## src/rtl/motor_pkg.sv

```systemverilog
// Shared constants and state encoding for the step/direction generator.
// CLK_HZ is also consumed by the UART blocks.
package motor_pkg;

  localparam int unsigned CLK_HZ        = 25000000;
  localparam int unsigned PULSE_W_DEF   = 50;
  localparam int unsigned DIR_SETUP_DEF = 25;
  localparam int unsigned CNT_W_DEF     = 16;

  typedef enum logic [1:0] {
    ST_IDLE      = 2'd0,
    ST_DIR_SETUP = 2'd1,
    ST_STEP_HIGH = 2'd2,
    ST_STEP_LOW  = 2'd3
  } state_t;

endpackage

```

## src/rtl/motor_step_gen_sync.sv

```systemverilog
// Two-flop synchroniser with configurable reset value, used for the
// active-low endstop input.
module sync_2ff #(
  parameter logic RESET_VAL = 1'b1
) (
  input  logic i_clk,
  input  logic i_rst,
  input  logic i_d,
  output logic o_q
);

  logic r_meta;
  logic r_q;

  always_ff @(posedge i_clk or posedge i_rst) begin
    if (i_rst) begin
      r_meta <= RESET_VAL;
      r_q    <= RESET_VAL;
    end else begin
      r_meta <= i_d;
      r_q    <= r_meta;
    end
  end

  assign o_q = r_q;

endmodule

```

## src/rtl/motor_step_gen.sv

```systemverilog
// Per-axis step/direction pulse generator: load {divider, count, dir}, emit
// that many step pulses at period max(divider, 2*PULSE_W). Endstop halting is
// built only when ENDSTOP_HALT_EN is defined.
module motor_step_gen
  import motor_pkg::*;
#(
  parameter int unsigned PULSE_W   = PULSE_W_DEF,
  parameter int unsigned DIR_SETUP = DIR_SETUP_DEF,
  parameter int unsigned CNT_W     = CNT_W_DEF
) (
  input  logic             CLK,
  input  logic             reset,
  input  logic             load,
  input  logic [CNT_W-1:0] divider,
  input  logic [CNT_W-1:0] stepsToGo,
  input  logic             dirInput,
  input  logic             abort,
  input  logic             term,
  output logic             step,
  output logic             dir,
  output logic             active,
  output logic             done,
  output logic [CNT_W-1:0] stepsLeft
);

  localparam int unsigned TW = CNT_W + 1;

  state_t           r_state;
  logic [TW-1:0]    r_timer;
  logic [CNT_W-1:0] r_div;
  logic [CNT_W-1:0] r_steps_left;
  logic             r_step;
  logic             r_dir;
  logic             r_active;
  logic             r_done;
  logic             r_halt;

  logic [TW-1:0]    w_period;
  logic [TW-1:0]    w_low_time;
  logic             w_endstop;

`ifdef ENDSTOP_HALT_EN
  logic w_term_sync;

  sync_2ff #(
    .RESET_VAL(1'b1)
  ) u_term_sync (
    .i_clk(CLK),
    .i_rst(reset),
    .i_d  (term),
    .o_q  (w_term_sync)
  );

  assign w_endstop = ~w_term_sync;
`else
  logic w_unused_term;
  assign w_unused_term = term;
  assign w_endstop     = 1'b0;
`endif

  // One extra bit keeps 2*PULSE_W and the clamped period from wrapping.
  always_comb begin
    w_period = {1'b0, r_div};
    if (w_period < TW'(2 * PULSE_W)) begin
      w_period = TW'(2 * PULSE_W);
    end
    w_low_time = w_period - TW'(PULSE_W) - TW'(1);
  end

  always_ff @(posedge CLK or posedge reset) begin
    if (reset) begin
      r_state      <= ST_IDLE;
      r_timer      <= '0;
      r_div        <= '0;
      r_steps_left <= '0;
      r_step       <= 1'b0;
      r_dir        <= 1'b0;
      r_active     <= 1'b0;
      r_done       <= 1'b0;
      r_halt       <= 1'b0;
    end else begin
      r_done <= 1'b0;
      if (r_state != ST_IDLE && abort) begin
        r_state  <= ST_IDLE;
        r_step   <= 1'b0;
        r_active <= 1'b0;
        r_done   <= 1'b1;
        r_halt   <= 1'b0;
      end else begin
        case (r_state)
          ST_IDLE: begin
            if (load && !abort) begin
              if (stepsToGo == '0) begin
                r_done <= ~r_done;
              end else begin
                r_dir        <= dirInput;
                r_steps_left <= stepsToGo;
                r_div        <= divider;
                r_active     <= 1'b1;
                r_timer      <= TW'(DIR_SETUP - 1);
                r_state      <= ST_DIR_SETUP;
              end
            end
          end
          ST_DIR_SETUP: begin
            if (w_endstop) begin
              r_state  <= ST_IDLE;
              r_active <= 1'b0;
              r_done   <= 1'b1;
            end else if (r_timer == '0) begin
              r_step  <= 1'b1;
              r_timer <= TW'(PULSE_W - 1);
              r_state <= ST_STEP_HIGH;
            end else begin
              r_timer <= r_timer - TW'(1);
            end
          end
          ST_STEP_HIGH: begin
            // An endstop during the high phase is remembered so the pulse completes.
            if (w_endstop) begin
              r_halt <= 1'b1;
            end
            if (r_timer == '0) begin
              r_step       <= 1'b0;
              r_steps_left <= (r_steps_left != '0) ? r_steps_left - CNT_W'(1) : '0;
              if (r_halt || w_endstop) begin
                r_state  <= ST_IDLE;
                r_active <= 1'b0;
                r_done   <= 1'b1;
                r_halt   <= 1'b0;
              end else begin
                r_timer <= w_low_time;
                r_state <= ST_STEP_LOW;
              end
            end else begin
              r_timer <= r_timer - TW'(1);
            end
          end
          ST_STEP_LOW: begin
            if (w_endstop || (r_timer == '0 && r_steps_left == '0)) begin
              r_state  <= ST_IDLE;
              r_active <= 1'b0;
              r_done   <= 1'b1;
            end else if (r_timer == '0) begin
              r_step  <= 1'b1;
              r_timer <= TW'(PULSE_W - 1);
              r_state <= ST_STEP_HIGH;
            end else begin
              r_timer <= r_timer - TW'(1);
            end
          end
          default: begin
            r_state <= ST_IDLE;
          end
        endcase
      end
    end
  end

  assign step      = r_step;
  assign dir       = r_dir;
  assign active    = r_active;
  assign done      = r_done;
  assign stepsLeft = r_steps_left;

endmodule

```

## config.mk

```make
export PLATFORM = sky130hd
export DESIGN_NAME = motor_step_gen
export DESIGN_NICKNAME = d
export VERILOG_FILES = /design/src/rtl/motor_pkg.sv /design/src/rtl/motor_step_gen_sync.sv /design/src/rtl/motor_step_gen.sv
export SDC_FILE = /design/constraint.sdc
export NUM_CORES = 1
export LEC_CHECK = 0
export CAP_MARGIN = 20
export CORE_MARGIN = 2
export CORE_UTILIZATION = 49
export DETAILED_ROUTE_END_ITERATION = 12
export GPL_TIMING_DRIVEN = 0
export PLACE_DENSITY = 0.88
export SLEW_MARGIN = 0
export SYNTH_ARGS = -nofsm -noshare
export SYNTH_HDL_FRONTEND = slang
export SYNTH_SLANG_ARGS = --single-unit
```

## constraint.sdc

```tcl
create_clock -name CLK -period 2.66 [get_ports CLK]
set_input_delay 0.399 -clock CLK [delete_from_list [all_inputs] [get_ports CLK]]
set_output_delay 0.399 -clock CLK [all_outputs]
set_load 0.02 [all_outputs]
```

==> results.toml <==
[drt]
drtIter0Drc = 294
vias_per_cell = 6.276
wl_um = 9801
drt_pre_antenna_iters = 6
vias = 3521
wl_per_cell_um = 17.47
drc = 0
ant_nets = 0

[clock_tree]
clk_latency_ns = 0.32
cts.reportedPaths.clkPinSlew_ns = 0.10
clock_path_buffers = 2
cts_max_level = 2
numCtsBuffers = 5
hold_buffers = 0
cts_tree = "built"
clock_sinks = 55
cts_root_buf = "clkbuf_8"

[layout]
mostFrequentLayoutCell = "clkdlybuf4s50_1"
n_antenna_cell = 0
final_util_pct = 65.31
nNetsFinal = 506
synthToLayoutAreaGrowth_pct = 27.86
final_cell_mix = "clkdlybuf4s50_1, dfrtp_1, nor2_1"
drive_gt1_share_pct = 16.99
final_area_um2 = 4462

[placement]
hpwlAfterDp_um = 7075
place_congestion = 0.9806
placed_area_um2 = 4180
dpl_worst_slack_ns = -0.5749
io_buffers = 55

[logic_synthesis]
synth-edff-count = 0
ys_types = 65
ys.flop_type = "dfrtp_1"
ys_ff_latch = 55
synth-async-reset-ratio_pct = 100.0
syn_area_um2 = 3490
yosys_warnings = 0
synth_seq_area_share_pct = 39.44
syn_nets = 436
synth_cells = 394
syn_avg_cell_area_um2 = 8.857

[sta]
slew_viol_final = 0
fin_worst_skew_ns = 0.004901
setup_viol_count_final = 0
hold_violations = 0
max-slew-margin-rel_pct = 51.99
setup_slack_ns = 0.05111
worst_pin_slew_ns = 0.7187
hold-worst-slack_ns = 0.3418
grt_setup_unrepaired = "true"
period_minus_slack_ns = 2.609
timing.fmax_ghz = 0.3833
fin_crit_sh_pct = 98.08

[worst_setup_path]
crit-reg2reg-launch = "r_div[2]"
crit_type = "reg2reg"
rrSetupSlack_ns = 0.05
cp-end-kind = "flop"
cp-start-kind = "flop"
crit_end = "r_timer[10]"
reg2reg_depth = 11
crit_required_ns = 2.89
rr_endpoint = "r_timer[10]"
cp_data_arrival_time_ns = 2.84
critPathMaxFanout = 6
startpoint = "r_div[2]"

[pwr]
power_density_nw_per_um2 = 591.1
vdd.ir_drop.worst_mv = 0.3877
p_leak_nw = 1.741
p_total_w = 0.002637

[global_route]
antenna_found_initial = 0
gr-total-overflow = 0
grt_use_total_pct = 25.14
grt_pass1_wl_um = 15330
grt_pass1_vias = 3280
grt_start_max_net_pins = 45

[floorplan]
die_area_um2 = 7813
die_w_um = 88.39
fp.dieH_um = 88.39
io_pins = 58
core_um2 = 6832
row_count = 30
initial_core_util_pct = 51.08

[worst_hold_path]
hp-class = "in2async"

[job]
maxCapViolCount = 0

[run_status]
status = "finished, final reports clean"
## through the flow
step / setup TNS [ns] / std cells
after CTS: 0 / 554
after floorplan: 0 / 394
after global routing: -0.1885 / 561
final: 0 / 561
after detailed placement: -5.699 / 546
after global placement: -9.010 / 545
## flip-flops by register name, indices dropped and copies added (netlist names)
register	flops
r_state	2
r_div	16
r_timer	17
stepsLeft	16
done	1
dir	1
active	1
step	1
## layer usage
layer / routed length (um) / vias to the layer above / share of wire (%) / GRT usage [%]
met2: 4820 / 219 / 49 / 42.93
met1: 3888 / 1651 / 40 / 30.36
met5: 0 / - / 0 / 0
li1: - / 1619 / - / -
met3: 828 / 32 / 8.4 / 5.131
met4: 263 / 0 / 2.7 / 11.98
## worst min path at each step
stage                     cells past startpoint             to     startpoint  slack [ns]
final                                         2   stepsLeft[2]          reset        0.34
after global routing                          2     r_state[1]          reset        0.36
after CTS                                     2     r_state[1]          reset        0.35
after detailed placement                      1  stepsLeft[14]  stepsLeft[14]        0.53
after global placement                        1            dir            dir        0.50
after floorplan                               1     r_timer[1]     r_timer[1]        0.50
## where the power goes
part / switching, W / internal (W)
logic: 0.000507 / 0.000486
clock network: 0.000288 / 0.000190
registers: 0.000192 / 0.000974
## layout make-up
type | instances | area (um^2)
buffer | 15 | 93.84
clock buffer | 6 | 72.57
clock inverter | 2 | 16.27
fill | 565 | 2370
inverter | 14 | 52.55
multi-input combinational | 307 | 2082
sequential | 55 | 1379
tap | 96 | 120.1
timing repair buffer | 66 | 645.6
## critical path, cell delays in order, from the launching register on
cell and delay (ns):
dfrtp_1 0.47, o311ai_2 0.35, nand4_1 0.25, and2_4 0.23
ha_4 0.17, nor3_4 0.22, nor2_4 0.09, nor3_2 0.18
buf_4 0.14, nand2_2 0.06, xor2_2 0.17, o211ai_1 0.18
## cell usage after synthesis, types with 7 or more instances
master    count  share of area [%]
o211ai_1      7                1.5
nor4_1       14                2.5
a21oi_1      31                4.4
dfrtp_1      55                 39
o21ai_0      23                3.3
nor2_1       40                4.3
nand3_1       9                1.3
mux2_2       17                5.5
nor3_1       24                3.4
clkbuf_1      9               0.97
nand2_1      22                2.4
o21ai_1      11                1.6
inv_1        14                1.5
## timing repair
action                     in CTS  in global routing
resized for setup               8                 26
buffers inserted                2                  8
pin swaps                       2                  8
setup endpoints to repair      15                 34
## logic make-up (layout without fill, tap and decap cells)
family | count (synthesis) | after routing | share of synthesized area [%]
buffers and inverters | 32 | 103 | 4.338
flip-flops | 55 | 55 | 39.44
AO/OA/AOI/OAI | 119 | 119 | 22.37
multiplexers | 18 | 18 | 5.773
adder cells (fa/ha/maj) | 4 | 4 | 1.434
AND/OR/NAND/NOR | 156 | 156 | 24.13
XOR/XNOR | 10 | 10 | 2.510
No activity file was read; power rests on OpenSTA's default activity.
